--- src/rtl/stage_sequencer_if.sv ---
// Signal bundle between the Beta CPU datapath and its pipeline sequencer.
// The datapath side drives instructions and Ra data; the sequencer side drives enables and status.
interface stage_sequencer_if;
  logic        alive;
  logic [31:0] instr_rfr;
  logic [31:0] instr_alu;
  logic [31:0] instr_dm;
  logic [31:0] instr_rfw;
  logic [31:0] pc_addr;
  logic [4:0]  stage_en;
  logic [1:0]  pcsel;
  logic        bubble;
  logic        squash;
  logic        halted;
  logic [15:0] stall_count;

  modport master (
    output alive, instr_rfr, instr_alu, instr_dm, instr_rfw, pc_addr,
    input  stage_en, pcsel, bubble, squash, halted, stall_count
  );

  modport slave (
    input  alive, instr_rfr, instr_alu, instr_dm, instr_rfw, pc_addr,
    output stage_en, pcsel, bubble, squash, halted, stall_count
  );
endinterface

--- src/rtl/stage_sequencer.sv ---
// Five-stage Beta pipeline sequencer: RAW stall, branch resolution in RFR, HALT drain.
// Stage enables and PC select are Mealy outputs; state, halted and stall count are registered.
module stage_sequencer (
  input  logic              clk,
  input  logic              rst,
  stage_sequencer_if.slave  bus
);

  typedef enum logic [1:0] {
    IDLE   = 2'd0,
    RUN    = 2'd1,
    DRAIN  = 2'd2,
    HALTED = 2'd3
  } state_t;

  localparam logic [5:0] OP_NOP  = 6'h00;
  localparam logic [5:0] OP_LD   = 6'h18;
  localparam logic [5:0] OP_ST   = 6'h19;
  localparam logic [5:0] OP_JMP  = 6'h1B;
  localparam logic [5:0] OP_BEQ  = 6'h1C;
  localparam logic [5:0] OP_BNE  = 6'h1D;
  localparam logic [5:0] OP_LDR  = 6'h1F;
  localparam logic [5:0] OP_HALT = 6'h3F;

  localparam logic [4:0] EN_ALL   = 5'b11111;
  localparam logic [4:0] EN_STALL = 5'b11100;
  localparam logic [4:0] EN_HALT  = 5'b11110;

  function automatic logic is_writer(input logic [5:0] op);
    is_writer = (op == OP_LD) ||
                ((op >= OP_JMP) && (op <= OP_BNE)) ||
                (op == OP_LDR) ||
                ((op >= 6'h20) && (op <= 6'h3E));
  endfunction

  function automatic logic writes_reg(input logic [31:0] instr, input logic [4:0] r);
    writes_reg = is_writer(instr[31:26]) && (instr[25:21] == r);
  endfunction

  // Register 31 reads as zero and is never a real dependency.
  function automatic logic src_hit(input logic [4:0] r, input logic [31:0] alu,
                                   input logic [31:0] dm, input logic [31:0] rfw);
    src_hit = (r != 5'd31) &&
              (writes_reg(alu, r) || writes_reg(dm, r) || writes_reg(rfw, r));
  endfunction

  state_t      state_r;
  state_t      next_state_s;
  logic        halted_r;
  logic [15:0] stall_count_r;

  logic [5:0]  op_s;
  logic        ra_used_s;
  logic        rb_used_s;
  logic        rc_used_s;
  logic        hazard_s;
  logic [4:0]  stage_en_s;
  logic [1:0]  pcsel_s;
  logic        bubble_s;
  logic        squash_s;
  logic        stall_inc_s;
  logic        count_clr_s;

  assign op_s      = bus.instr_rfr[31:26];
  assign ra_used_s = (op_s != OP_NOP) && (op_s != OP_HALT);
  assign rb_used_s = (op_s >= 6'h20) && (op_s <= 6'h2F);
  assign rc_used_s = (op_s == OP_ST);

  assign hazard_s =
    (ra_used_s && src_hit(bus.instr_rfr[20:16], bus.instr_alu, bus.instr_dm, bus.instr_rfw)) ||
    (rb_used_s && src_hit(bus.instr_rfr[15:11], bus.instr_alu, bus.instr_dm, bus.instr_rfw)) ||
    (rc_used_s && src_hit(bus.instr_rfr[25:21], bus.instr_alu, bus.instr_dm, bus.instr_rfw));

  // Next-state and Mealy outputs; alive low overrides everything except reset.
  always_comb begin
    next_state_s = state_r;
    stage_en_s   = 5'b00000;
    pcsel_s      = 2'b00;
    bubble_s     = 1'b0;
    squash_s     = 1'b0;
    stall_inc_s  = 1'b0;
    count_clr_s  = 1'b0;
    case (state_r)
      IDLE: begin
        if (bus.alive) begin
          next_state_s = RUN;
          count_clr_s  = 1'b1;
        end else begin
          next_state_s = IDLE;
        end
      end
      RUN: begin
        if (!bus.alive) begin
          next_state_s = IDLE;
        end else if (hazard_s) begin
          stage_en_s  = EN_STALL;
          bubble_s    = 1'b1;
          stall_inc_s = 1'b1;
        end else if (op_s == OP_HALT) begin
          stage_en_s   = EN_HALT;
          squash_s     = 1'b1;
          next_state_s = DRAIN;
        end else begin
          stage_en_s = EN_ALL;
          case (op_s)
            OP_JMP: begin
              pcsel_s  = 2'b10;
              squash_s = 1'b1;
            end
            OP_BEQ: begin
              pcsel_s  = 2'b01;
              squash_s = (bus.pc_addr == 32'h0000_0000);
            end
            OP_BNE: begin
              pcsel_s  = 2'b11;
              squash_s = (bus.pc_addr != 32'h0000_0000);
            end
            default: begin
              pcsel_s = 2'b00;
            end
          endcase
        end
      end
      DRAIN: begin
        if (!bus.alive) begin
          next_state_s = IDLE;
        end else begin
          stage_en_s = EN_STALL;
          if (bus.instr_rfw[31:26] == OP_HALT) begin
            next_state_s = HALTED;
          end else begin
            next_state_s = DRAIN;
          end
        end
      end
      HALTED: begin
        if (!bus.alive) begin
          next_state_s = IDLE;
        end else begin
          next_state_s = HALTED;
        end
      end
      default: begin
        next_state_s = IDLE;
      end
    endcase
  end

  // State, halted flag and saturating stall counter.
  always_ff @(posedge clk) begin
    if (rst) begin
      state_r       <= IDLE;
      halted_r      <= 1'b0;
      stall_count_r <= 16'h0000;
    end else begin
      state_r  <= next_state_s;
      halted_r <= (next_state_s == HALTED);
      if (count_clr_s) begin
        stall_count_r <= 16'h0000;
      end else if (stall_inc_s && (stall_count_r != 16'hFFFF)) begin
        stall_count_r <= stall_count_r + 16'h0001;
      end
    end
  end

  assign bus.stage_en    = stage_en_s;
  assign bus.pcsel       = pcsel_s;
  assign bus.bubble      = bubble_s;
  assign bus.squash      = squash_s;
  assign bus.halted      = halted_r;
  assign bus.stall_count = stall_count_r;

endmodule

--- src/flat_wrapper.sv ---
// flat-port wrapper written by rule: the top's interface ports become plain ports
module stage_sequencer_flat 
  (clk, rst, bus_alive, bus_instr_rfr, bus_instr_alu, bus_instr_dm, bus_instr_rfw, bus_pc_addr, bus_stage_en, bus_pcsel, bus_bubble, bus_squash, bus_halted, bus_stall_count);
  stage_sequencer_if bus_i ();
  input  logic clk;
  input  logic rst;
  input wire logic [$bits(bus_i.alive)-1:0] bus_alive;
  input wire logic [$bits(bus_i.instr_rfr)-1:0] bus_instr_rfr;
  input wire logic [$bits(bus_i.instr_alu)-1:0] bus_instr_alu;
  input wire logic [$bits(bus_i.instr_dm)-1:0] bus_instr_dm;
  input wire logic [$bits(bus_i.instr_rfw)-1:0] bus_instr_rfw;
  input wire logic [$bits(bus_i.pc_addr)-1:0] bus_pc_addr;
  output wire logic [$bits(bus_i.stage_en)-1:0] bus_stage_en;
  output wire logic [$bits(bus_i.pcsel)-1:0] bus_pcsel;
  output wire logic [$bits(bus_i.bubble)-1:0] bus_bubble;
  output wire logic [$bits(bus_i.squash)-1:0] bus_squash;
  output wire logic [$bits(bus_i.halted)-1:0] bus_halted;
  output wire logic [$bits(bus_i.stall_count)-1:0] bus_stall_count;
  assign bus_i.alive = bus_alive;
  assign bus_i.instr_rfr = bus_instr_rfr;
  assign bus_i.instr_alu = bus_instr_alu;
  assign bus_i.instr_dm = bus_instr_dm;
  assign bus_i.instr_rfw = bus_instr_rfw;
  assign bus_i.pc_addr = bus_pc_addr;
  assign bus_stage_en = bus_i.stage_en;
  assign bus_pcsel = bus_i.pcsel;
  assign bus_bubble = bus_i.bubble;
  assign bus_squash = bus_i.squash;
  assign bus_halted = bus_i.halted;
  assign bus_stall_count = bus_i.stall_count;
  stage_sequencer u_core (.clk(clk), .rst(rst), .bus(bus_i));
endmodule
--- config.mk ---
export PLATFORM = sky130hd
export DESIGN_NAME = stage_sequencer_flat
export DESIGN_NICKNAME = d
export VERILOG_FILES = /design/src/rtl/stage_sequencer_if.sv /design/src/rtl/stage_sequencer.sv /design/src/flat_wrapper.sv
export SDC_FILE = /design/constraint.sdc
export NUM_CORES = 1
export LEC_CHECK = 0
export CORE_AREA = 10 10 105 89
export DETAILED_ROUTE_END_ITERATION = 16
export DIE_AREA = 0 0 115 99
export GPL_TIMING_DRIVEN = 0
export PLACE_DENSITY_LB_ADDON = 0.2
export SLEW_MARGIN = 10
export SYNTH_ARGS = -nofsm -noshare
export SYNTH_HDL_FRONTEND = slang
export SYNTH_SLANG_ARGS = --single-unit
export TNS_END_PERCENT = 100
--- constraint.sdc ---
create_clock -name clk -period 4.02 [get_ports clk]
set_input_delay 1.206 -clock clk [delete_from_list [all_inputs] [get_ports clk]]
set_output_delay 1.206 -clock clk [all_outputs]
set_load 0.02 [all_outputs]
# Yosys cells after proc, flatten, opt, wreduce, memory -nomap -nowiden
# Index checks and enable logic that the tools add are counted.
[classes] add_sub_neg=1 multipliers=0 div_mod_pow=0 magnitude_cmp=14 n_eq_ne=30 shifts=0 mux=28 n_bitwise=0 reduce_logical=46
[op_table] op="== test 6 x 5 -> 1 bit (second input constant)" count=10
[op_table] op="== test 5 bit" count=9
[op_table] op="logical NOT 32 bit" count=1
[op_table] op="nonzero test 32 bit" count=1
[op_table] op="greater-or-equal comparator 6 bit (second input constant)" count=4
[op_table] op="less-or-equal comparator 6 bit (second input constant)" count=4
[op_table] op="logical AND 1 bit" count=24
[op_table] op="greater-or-equal comparator 6 x 5 -> 1 bit (second input constant)" count=3
[op_table] op="less-or-equal comparator 6 x 5 -> 1 bit (second input constant)" count=3
[op_table] op="two-way mux 2 bit" count=9
[op_table] op="logical OR 1 bit" count=17
[op_table] op="adder 16 x 1 -> 16 bit (second input constant)" count=1
[op_table] op="inequality test 16 bit (second input constant)" count=1
[op_table] op="two-way mux 5 bit" count=3
[op_table] op="inequality test 5 bit (second input constant)" count=3
[op_table] op="== test 6 bit (second input constant)" count=2
[op_table] op="two-way mux 1 bit" count=12
[op_table] op="one-hot mux 5 bit (2 select lines)" count=1
[op_table] op="one-hot mux 2 bit (4 select lines)" count=1
[op_table] op="== test 2 bit (second input constant)" count=3
[op_table] op="inequality test 6 bit (second input constant)" count=1
[op_table] op="one-hot mux 2 bit (3 select lines)" count=1
[op_table] op="nonzero test 6 bit" count=1
[op_table] op="one-hot mux 1 bit (3 select lines)" count=1
[op_table] op="3 further kinds" count=3
[word_totals] ff_bits=19 latch_bits=0 ramBits=0 rom_bits=0 out_inout_bits=26 mem_count=0

# Longest topological paths before layout
[logic_depth] ltp_word=16 ltp_mapped=10 ltp_nobuf=9

# Least setup slack after synthesis
# OpenSTA, ideal clock, no wires.
[synth_timing] path_type="input-to-output" from="input bus_instr_dm[27]" to="output bus_pcsel[0]" arrival_time_ns=3.367 setup_slack_ns=-0.553 cell_stages=7 n_path_buf=0 path_cell_list="or4b_1 -> o21ai_2 -> nor4_1 -> a211oi_1 -> a311oi_1 -> nor4_1 -> nor4b_1"
[synth_between] elab_chain_cells=15 word_cells_on_any_way=31 cone_classes="4 x order compare; 2 x eq/ne; 3 x mux; 22 x reduce/logical"
[synth_rtl] item="start: declaration" line_no="flat_wrapper.sv:10" source="input wire logic [$bits(bus_i.instr_dm)-1:0] bus_instr_dm;"
[synth_rtl] item="greater-or-equal comparator 6 x 5 -> 1 bit / less-or-equal comparator 6 x 5 -> 1 bit (equally long branches)" line_no="stage_sequencer.sv:31" source="((op >= OP_JMP) && (op <= OP_BNE)) ||"
[synth_rtl] item="logical AND 1 bit" line_no="stage_sequencer.sv:31"
[synth_rtl] item="logical OR 1 bit" line_no="stage_sequencer.sv:30" source="is_writer = (op == OP_LD) ||"
[synth_rtl] item="logical OR 1 bit" line_no="stage_sequencer.sv:31"
[synth_rtl] item="logical OR 1 bit *" line_no="stage_sequencer.sv:32" source="(op == OP_LDR) ||"
[synth_rtl] item="logical AND 1 bit" line_no="stage_sequencer.sv:37" source="writes_reg = is_writer(instr[31:26]) && (instr[25:21] == r);"
[synth_rtl] item="logical OR 1 bit (2 in a row)" line_no="stage_sequencer.sv:44" source="(writes_reg(alu, r) || writes_reg(dm, r) || writes_reg(rfw, r));"
[synth_rtl] item="logical AND 1 bit" line_no="stage_sequencer.sv:43" source="src_hit = (r != 5'd31) &&"
[synth_rtl] item="logical AND 1 bit, on equally long branches" line_no="stage_sequencer.sv:70, stage_sequencer.sv:71"
[synth_rtl] item="logical OR 1 bit" line_no="stage_sequencer.sv:70" source="(ra_used_s && src_hit(bus.instr_rfr[20:16], bus.instr_alu, bus.instr_dm, bus.instr_rfw)) ||"
[synth_rtl] item="logical OR 1 bit *" line_no="stage_sequencer.sv:71" source="(rb_used_s && src_hit(bus.instr_rfr[15:11], bus.instr_alu, bus.instr_dm, bus.instr_rfw)) ||"
[synth_rtl] item="two-way mux 2 bit *" line_no="stage_sequencer.sv:95" source="end else if (hazard_s) begin"
[synth_rtl] item="two-way mux 2 bit *" line_no="stage_sequencer.sv:93" source="if (!bus.alive) begin"
[synth_rtl] item="two-way mux 2 bit *" line_no="stage_sequencer.sv:83" source="case (state_r)"
[synth_rtl] item="end: declaration" line_no="flat_wrapper.sv:14" source="output wire logic [$bits(bus_i.pcsel)-1:0] bus_pcsel;"
# Mark *: on every way between the ends. The rest lies on a longest branch, timed or not.

# Worst setup path in the final report
[layout_timing] from="input bus_instr_dm[28]" to="output bus_pcsel[1]"
# The elaborated chain is that of the path after synthesis.

==> flow_summary.json <==
{
  "synth_nets": 424,
  "path_clk_slew_ns": 0.08,
  "cap_viol_max_count": 0,
  "wire_per_inst_um": 17.3,
  "ys_seq_area_frac": 0.192,
  "tns_ns": -1.73,
  "synth.avg_cell_area_um2": 7.75,
  "critPathBufInv": 4,
  "synth.distinct_cells": 47,
  "cp_data_arrival_time_ns": 3.17,
  "ant_nets": 0,
  "setup_violations": 6,
  "synth_cells": 255,
  "drcViolationCount": 0,
  "worst_clock_skew_ns": 0.00286,
  "ys_ff_latch": 19,
  "final_layout_size_suffix_gt1_frac": 0.278,
  "crit_slowest_cell": "or4b_4",
  "pre_cts_ws_ns": -1.44,
  "max_stage_delay_ns": 0.54,
  "finalCritPeriodShare": 1.09,
  "io_pins": 189,
  "ys_async_sr_fraction": 0,
  "critPathLaunchType": "input pin",
  "period_needed_ns": 4.37,
  "dpl_cell_area_um2": 3270,
  "drtIter0Drc": 107,
  "final_area_um2": 3680,
  "cts_root_buffer": "clkbuf_8",
  "leakagePower_nw": 1.33,
  "outcome": "finished with violations",
  "fmax_mhz": 229,
  "overflow": 0,
  "setup_slack_ns": -0.354,
  "relSlewSlack": 0.569,
  "rows": 28,
  "synth_edf_count": 0,
  "hold_buffers": 0,
  "grt_pass1_vias": 2602,
  "die_x_um": 115,
  "nNetsFinal": 569,
  "htreeDepth": 1,
  "dieArea_um2": 11400,
  "final-hold-violation-count": 0,
  "rsz0062_at_grt": "true",
  "initial_utilization": 0.274,
  "clk_path_buf_depth": 2,
  "drtPass1Iterations": 4,
  "cts_tree": "done",
  "violations": "setup timing",
  "vias": 2531,
  "grtUsageTotal": 0.140,
  "hold_class": "reg2reg",
  "wl_um": 8460,
  "insertion_delay_ns": 0.26,
  "critical_path.cell_chain": "buf_6 -> or4b_4 -> o21ai_4 -> buf_6 -> nor2_2 -> a41oi_2 -> a21oi_2 -> nor4_2 -> buf_4 -> nor4b_4 -> buf_4",
  "grt_max_degree": 12,
  "cts_buffers": 3,
  "path_class": "in2out",
  "coreArea_um2": 7220,
  "synthFlopType": "dfxtp_1",
  "hold_ws_ns": 0.496,
  "num_antenna_cells": 0,
  "power.total_mw": 0.556,
  "die_h_um": 99,
  "area_delta_synth_final_pct": 86.2,
  "portBuffers": 114,
  "required_ns": 2.81,
  "vias_per_cell": 5.18,
  "grt_pass1_wl_um": 13400,
  "max_slew.worst_pin.slew_ns": 0.646,
  "cp_max_fo": 5,
  "synth_warnings": 0,
  "clock-sinks": 19,
  "hpwl_um": 6620,
  "netlist_area_um2": 1980,
  "vdd_drop_max_mv": 0.101,
  "antenna_found_initial": 0,
  "path_delay_family": "simple AND/OR/NAND/NOR gates",
  "p_per_area_nw_per_um2": 151,
  "gp_congestion": 0.866,
  "end_kind": "primary output",
  "maxSlewViolCount": 0
}
[worst reg2reg max path, delay by kind of cell, from the launching register on]
family	cells	cell delay, ns
simple gates	6	1.40
mux	1	0.12
flops	1	0.42
buf+inv	1	0.24
[layout by cell type, fill, tap and decap left out, types with 11 or more instances in the layout]
cell,n
buf_6,13
clkdlybuf4s50_1,53
nand3_1,16
a21oi_1,12
buf_4,30
nand2_1,22
xnor2_1,36
buf_2,11
dlygate4sd2_1,24
dfxtp_1,19
xor2_1,11
[cell families (layout without fill, tap and decap cells)]
| group | after synthesis | count (layout) | synth area share |
|---|---|---|---|
| and+or+nand+nor | 122 | 122 | 0.345 |
| xor gates and xnor gates | 48 | 48 | 0.213 |
| AOI/OAI and AO/OA | 47 | 47 | 0.167 |
| DFF | 19 | 19 | 0.192 |
| buffers and inverters | 12 | 156 | 0.0399 |
| adders and majority gates | 6 | 6 | 0.0380 |
| muxes | 1 | 1 | 0.00506 |
[through the flow]
stage | instances | util
floorplan | 255 | -
global placement | 459 | 0.453
detailed placement | 459 | 0.453
CTS | 488 | 0.503
global route | 489 | 0.510
finish | 489 | 0.510
[state kept, by name, summed over array words and instances, names as in the netlist]
signal	flops
u_core.bus.stall_count	16
u_core.state_r	2
u_core.bus.halted	1
[path summary, 6_finish.rpt]
check | start | to | slack [ns] | depth (start not counted)
min reg2reg | u_core.bus.stall_count[4] | u_core.bus.stall_count[4] | 0.50 | 2
max reg2reg | u_core.bus.stall_count[3] | u_core.bus.stall_count[15] | 1.72 | 8
max | bus_instr_dm[28] | bus_pcsel[1] | -0.35 | 11
min | u_core.bus.stall_count[4] | u_core.bus.stall_count[4] | 0.50 | 2
[cell usage after synthesis, types with 5 or more instances]
cell type,count,area share
nor4_1,16,0.051
ha_1,6,0.038
a21oi_1,13,0.033
o21ai_1,8,0.020
nand3_1,19,0.048
nor3_1,6,0.015
o31ai_1,5,0.019
nor2_1,10,0.019
and3_1,7,0.022
xor2_1,11,0.049
xnor2_1,37,0.16
nand4_1,9,0.028
dfxtp_1,19,0.19
or4_1,8,0.030
or3_1,5,0.016
nand2_1,23,0.044
[area by class of cell]
cell class / instances / area (um^2)
fill: 706 / 3540
inverter: 4 / 17.5
clock buffer: 3 / 41.3
tap: 90 / 113
buffer: 8 / 67.6
multi-input combinational: 224 / 1800
clock inverter: 1 / 5.00
sequential: 19 / 380
timing repair buffer: 140 / 1260
[routing by layer]
| metal | up-vias | GRT usage | part of all wire |
|---|---|---|---|
| li1 | 1257 | - | - |
| met1 | 1175 | 0.170 | 0.43 |
| met2 | 91 | 0.241 | 0.49 |
| met3 | 8 | 0.0358 | 0.073 |
| met4 | 0 | 0.0276 | 0.011 |
| met5 | - | 0 | 0 |
[where the power goes]
group | total, mW | switching [mW] | internal (mW) | leakage [nW]
Sequential | 0.189 | 0.000757 | 0.189 | 0.153
Combinational | 0.226 | 0.104 | 0.122 | 1.15
Clock | 0.140 | 0.0713 | 0.0692 | 0.0255
[repair_timing]
item	CTS	global route
resized for setup	185	31
pin swaps	27	17
cloned	0	0
endpoints found under the setup margin	6	8
buffers inserted	25	2
No activity file was read; power rests on OpenSTA's default activity.
